==> src/rtl/universal_shift_register.sv <==
// Purpose: WIDTH-bit universal shift register with manual ops (hold/shifts/rotates/load/clear) and an MSB-first serializer.
// Latency: every operation takes effect on the next rising clk edge; all outputs come straight from flops.
// Backpressure: none; start_i and en_i are ignored while busy_o is high, and start_i has priority over en_i when idle.
//
// Ports:
//   clk, reset        rising-edge clock, synchronous active-high reset
//   en_i, mode_i      manual operation enable and select (0 hold,1 SHL,2 SHR,3 ROL,4 ROR,5 ASR,6 LOAD,7 CLEAR)
//   ser_l_i, ser_r_i  serial fill bits for left shifts (also serializer fill) and right shifts
//   load_i, start_i   parallel data for LOAD / serializer start
//   out_o, ser_o      register contents and its MSB (serial output)
//   busy_o, done_o    serializer active, single-cycle completion pulse
//   cnt_o             shifts since last LOAD/CLEAR/start, saturating at WIDTH
module universal_shift_register #(
  parameter int WIDTH = 16,
  parameter int CNT_W = $clog2(WIDTH + 1)
) (
  input  logic             clk,
  input  logic             reset,
  input  logic             en_i,
  input  logic [2:0]       mode_i,
  input  logic             ser_l_i,
  input  logic             ser_r_i,
  input  logic [WIDTH-1:0] load_i,
  input  logic             start_i,
  output logic [WIDTH-1:0] out_o,
  output logic             ser_o,
  output logic             busy_o,
  output logic             done_o,
  output logic [CNT_W-1:0] cnt_o
);

  localparam logic [2:0] MODE_HOLD  = 3'd0;
  localparam logic [2:0] MODE_SHL   = 3'd1;
  localparam logic [2:0] MODE_SHR   = 3'd2;
  localparam logic [2:0] MODE_ROL   = 3'd3;
  localparam logic [2:0] MODE_ROR   = 3'd4;
  localparam logic [2:0] MODE_ASR   = 3'd5;
  localparam logic [2:0] MODE_LOAD  = 3'd6;
  localparam logic [2:0] MODE_CLEAR = 3'd7;

  localparam logic [CNT_W-1:0] CNT_MAX = CNT_W'(WIDTH);

  typedef enum logic {
    IDLE  = 1'b0,
    SHIFT = 1'b1
  } state_t;

  state_t           state_q, state_d;
  logic [WIDTH-1:0] r_q, r_d;
  logic [CNT_W-1:0] cnt_q, cnt_d;
  logic             done_q, done_d;
  logic [CNT_W-1:0] cnt_sat_inc;
  logic             last_shift;

  // Manual shifts count up but stick at WIDTH so cnt_o never wraps to 0.
  assign cnt_sat_inc = (cnt_q == CNT_MAX) ? CNT_MAX : cnt_q + CNT_W'(1);
  // In SHIFT the counter started at 0, so this edge performs shift number WIDTH.
  assign last_shift  = (cnt_q == CNT_MAX - CNT_W'(1));

  // State and datapath registers.
  always_ff @(posedge clk) begin
    if (reset) begin
      state_q <= IDLE;
      r_q     <= '0;
      cnt_q   <= '0;
      done_q  <= 1'b0;
    end else begin
      state_q <= state_d;
      r_q     <= r_d;
      cnt_q   <= cnt_d;
      done_q  <= done_d;
    end
  end

  // Next-state logic.
  always_comb begin
    state_d = state_q;
    unique case (state_q)
      IDLE:    if (start_i) state_d = SHIFT;
      SHIFT:   if (last_shift) state_d = IDLE;
      default: state_d = IDLE;
    endcase
  end

  // Next register contents, counter and done pulse.
  always_comb begin
    r_d    = r_q;
    cnt_d  = cnt_q;
    done_d = 1'b0;
    unique case (state_q)
      SHIFT: begin
        r_d    = {r_q[WIDTH-2:0], ser_l_i};
        cnt_d  = cnt_q + CNT_W'(1);
        done_d = last_shift;
      end
      default: begin
        if (start_i) begin
          r_d   = load_i;
          cnt_d = '0;
        end else if (en_i) begin
          case (mode_i)
            MODE_SHL: begin
              r_d   = {r_q[WIDTH-2:0], ser_l_i};
              cnt_d = cnt_sat_inc;
            end
            MODE_SHR: begin
              r_d   = {ser_r_i, r_q[WIDTH-1:1]};
              cnt_d = cnt_sat_inc;
            end
            MODE_ROL: begin
              r_d   = {r_q[WIDTH-2:0], r_q[WIDTH-1]};
              cnt_d = cnt_sat_inc;
            end
            MODE_ROR: begin
              r_d   = {r_q[0], r_q[WIDTH-1:1]};
              cnt_d = cnt_sat_inc;
            end
            MODE_ASR: begin
              r_d   = {r_q[WIDTH-1], r_q[WIDTH-1:1]};
              cnt_d = cnt_sat_inc;
            end
            MODE_LOAD: begin
              r_d   = load_i;
              cnt_d = '0;
            end
            MODE_CLEAR: begin
              r_d   = '0;
              cnt_d = '0;
            end
            MODE_HOLD: ;
            default: ;
          endcase
        end
      end
    endcase
  end

  assign out_o  = r_q;
  assign ser_o  = r_q[WIDTH-1];
  assign busy_o = (state_q == SHIFT);
  assign done_o = done_q;
  assign cnt_o  = cnt_q;

endmodule

==> config.mk <==
export PLATFORM = sky130hd
export DESIGN_NAME = universal_shift_register
export DESIGN_NICKNAME = d
export VERILOG_FILES = /design/src/rtl/universal_shift_register.sv
export SDC_FILE = /design/constraint.sdc
export NUM_CORES = 1
export LEC_CHECK = 0
export CORE_MARGIN = 3
export CORE_UTILIZATION = 45
export CTS_CLUSTER_DIAMETER = 30
export CTS_CLUSTER_SIZE = 40
export DETAILED_ROUTE_END_ITERATION = 10
export PLACE_DENSITY = 0.87
export SYNTH_ARGS = -nofsm -noshare
export SYNTH_HDL_FRONTEND = slang
export SYNTH_SLANG_ARGS = --single-unit
==> constraint.sdc <==
create_clock -name clk -period 2 [get_ports clk]
set_input_delay 0.4 -clock clk [delete_from_list [all_inputs] [get_ports clk]]
set_output_delay 0.4 -clock clk [all_outputs]
set_load 0.005 [all_outputs]
==> summary.txt <==
Synthesis
  – Number of synthesized flops with an enable pin: 0
  – Area leader, netlist: dfxtp_1
  – Largest family of logic cells by synthesized area: compound AO/OA/AOI/OAI gates
  – XOR/XNOR share of the synthesized area: 0%
  – Sequential share of the synthesized area: between 30% and 40%
  – Mapped cell area: ~0.0014 sq mm
  – Post-Syn Nets: 194
  – Most used DFF post-synth: dfxtp_1
  – Area share of the leading cell type in the synthesized netlist: roughly 33%
  – Post-Synth Adder-Cell Area: around 4.5%
  – Synth Area in Compound Gates: about 34%
  – Synth Register Bits: 23
  – Synth unique cells: 37
  – Synth top area cells: dfxtp_1 (33%), a22oi_1 (8.1%), o21bai_1 (6.5%)
  – Yosys warning count: 0
  – Mux cell area share after synthesis: less than 1%
  – Post-synthesis cell count: 164
  – Avg Cell Area, Syn: about 8.5 sq um
  – Async S/R FF share, synth: 0%
  – Simple-gate share of the synthesized area: 20.9%

Critical path
  – CP Data Required Time: roughly 2.2 ns
  – Critical path class: primary input to flop
  – Critical path capture point type: flop
  – Worst-path maximum fanout: 31
  – Critical Path Start Type: primary input
  – Critical Path AT: roughly 2.1 ns

Drt
  – # DRC: 0
  – Per-cell routed wire length: roughly 16 microns
  – Antenna Nets Post-Route: 0
  – Vias: 1495
  – DRT iter0 DRCs: 104
  – Vias per inst: 5.98
  – 1st-pass router iterations: 4
  – DRT Wirelength: roughly 4000 microns

Die
  – Cell Rows: 19
  – Initial Util: about half
  – Total die area: approximately 0.0038 sq mm
  – Die Height: ~62 microns
  – I/O Pins: 49
  – Core Area: about 0.0029 sq mm
  – Die X: ~62 microns

Final layout
  – Share of layout cells above drive strength 1: approximately 15%
  – Antenna Cells: 0
  – Final #Nets: between 200 and 300
  – P&R area growth vs syn: 43.5%

Pwr
  – Pint: ~0.00077 W
  – Psw: approximately 0.00034 W
  – Leak: 0.722 nW
  – Sw Ratio: 30.4%
  – PD cells: 554 mW/mm^2
  – Sequential share of power: a little under 50%
  – Clk network pwr share: 19.8%
  – Logic pwr share: 31.2%
  – VDD IR max: roughly 0.50 mV

CTS
  – Root buffer selected by CTS: clkbuf_4
  – CTS Sinks: 23
  – Clock latency on the worst-skew pair: approximately 0.32 ns
  – Clock buffer depth: 2
  – CTS tree: built
  – Postcts setup bufs: 0
  – Clock slew at reported path FFs: roughly 0.13 ns
  – CTS HTree Levels: 1
  – TritonCTS Buffers: 3

Place
  – Post-DP HPWL: ~3000 microns
  – Place WS: -0.284 ns
  – Port bufs: 48
  – Gp weighted congestion: just over 0.9

Global route
  – Vias in the first global route: 1372
  – Grt ovf: 0
  – First-pass GRT wire length: about 6200 microns
  – Pin count of the biggest net entering global routing: 32
  – Initial antenna violation count: 0
  – Gr usage total: a little over a fifth

STA
  – Hold Slack: between 0.5 and 0.6 ns
  – Max Slew Vio Count: 0
  – Fin crit share: 95.2%
  – Final setup viols: 0
  – Final worst slack: approximately 0.096 ns
  – Tightest Pin Transition: about 0.56 ns
  – Final hold violation count: 0
  – Maximum clock frequency: 525 MHz
  – Slew headroom: around 62%
  – Minimum clock period: 1.90 ns
  – Worst Skew: slightly above 0.009 ns

Min path
  – HP Class: flop to flop

Status
  – Status: complete, no violations

Flow run
  – MaxCap Viol Count: 0
==> per-layer routing <==
metal / track usage (%) / part of all wire [%] / vias up
met5: 0 / 0 / -
met2: 36.8 / 49 / 60
met4: 4.85 / 1.0 / 0
met3: 4.61 / 7.8 / 6
li1: - / - / 727
met1: 27.3 / 42 / 702
==> registers in the layout, indices dropped and copies added (netlist names) <==
signal,count
out_o,16
cnt_o,5
busy_o,1
done_o,1
==> cell usage after synthesis, types with 2 or more instances <==
cell type  instances
nor2_1            12
o21ai_0            5
a22oi_2            2
nor2b_1            3
ha_1               5
inv_1              5
nor2_2             2
nor3_1             3
a22oi_1           15
buf_4              3
o211ai_1           2
a31oi_1           14
and2_1             2
and3_1             3
o21bai_1          12
a221oi_1           3
clkbuf_1           4
nand3_1            2
nand4bb_1          2
buf_2              2
a21oi_1            6
buf_6              2
dfxtp_1           23
a211oi_1           3
nand2_1           17
==> placed cells by master (no fill, tap or decap), types with 2 or more instances in the layout <==
cell type / instances
nor2_2: 3
a22oi_2: 2
nor2b_1: 3
clkdlybuf4s50_1: 48
a221oi_1: 3
nand2_1: 17
ha_1: 4
nand3_1: 2
buf_4: 13
nor2_1: 11
a211oi_1: 3
o21ai_0: 4
inv_1: 5
and2_1: 2
o21ai_1: 2
a22oi_1: 15
dfxtp_1: 22
nor3_1: 3
o21bai_1: 12
and3_1: 2
clkbuf_4: 3
a21oi_1: 6
nand4bb_1: 2
buf_6: 2
a31oi_1: 13
o211ai_1: 2
==> logic make-up (layout without fill, tap and decap cells) <==
family / Yosys count / after routing
AO/OA/AOI/OAI: 65 / 65
adder cells (fa/ha/maj): 5 / 5
flip-flops: 23 / 23
buffers and inverters: 17 / 72
multiplexers: 1 / 1
AND/OR/NAND/NOR: 53 / 53
==> area by class of cell <==
| type | instances | area [sq um] |
|---|---|---|
| Sequential cell | 23 | 462 |
| Clock inverter | 1 | 5.00 |
| Multi-Input combinational cell | 124 | 842 |
| Tap cell | 31 | 38.8 |
| Clock buffer | 3 | 22.5 |
| Inverter | 5 | 18.8 |
| Timing Repair Buffer | 63 | 601 |
| Fill cell | 242 | 863 |
==> repair_timing <==
item | 4_1_cts | 5_1_grt
setup endpoints to repair | 0 | 21
hold buffers | 0 | 0
resized for setup | 0 | 8
==> power groups by stage <==
| stage | logic [W] | clock network, W | registers [W] |
|---|---|---|---|
| 6_report | 0.000344 | 0.000218 | 0.000540 |
| 5_1_grt | 0.000375 | 0.000236 | 0.000546 |
| 4_1_cts | 0.000336 | 0.000227 | 0.000538 |
| 3_5_place_dp | 0.000334 | 0 | 0.000549 |
| 3_3_place_gp | 0.000321 | 0 | 0.000546 |
| 2_1_floorplan | 0.000161 | 0 | 0.000540 |
==> path summary, 6_finish.rpt <==
kind             start   endpoint  slack, ns  cells past startpoint
max          mode_i[2]   cnt_o[3]        0.1                      9
min reg2reg  out_o[10]  out_o[11]       0.50                      2
min          out_o[10]  out_o[11]       0.50                      2
max reg2reg   cnt_o[0]   cnt_o[3]       0.49                      7
==> worst max-delay path: stages <==
cell,delay (ns)
clkdlybuf4s50_1,0.52
inv_1,0.07
ha_2,0.32
o21ai_1,0.07
nand3_1,0.09
buf_6,0.23
o21ai_0,0.13
a22oi_1,0.22
nor2_1,0.06
==> through the flow <==
stage | utilization [%] | cell area (sq um) | total power, W | setup TNS [ns] | std cells
2_1_floorplan | - | 1390 | 0.000702 | 0 | 164
3_3_place_gp | 68.0 | 1940 | 0.000868 | -2.41 | 246
3_5_place_dp | 68.0 | 1940 | 0.000883 | -4.30 | 246
4_1_cts | 69.0 | 1970 | 0.00110 | 0 | 250
5_1_grt | 69.7 | 1990 | 0.00116 | -0.0199 | 250
6_report | 69.7 | 1990 | 0.00110 | 0 | 250
Note: power is estimated with default switching activity, not from simulation.
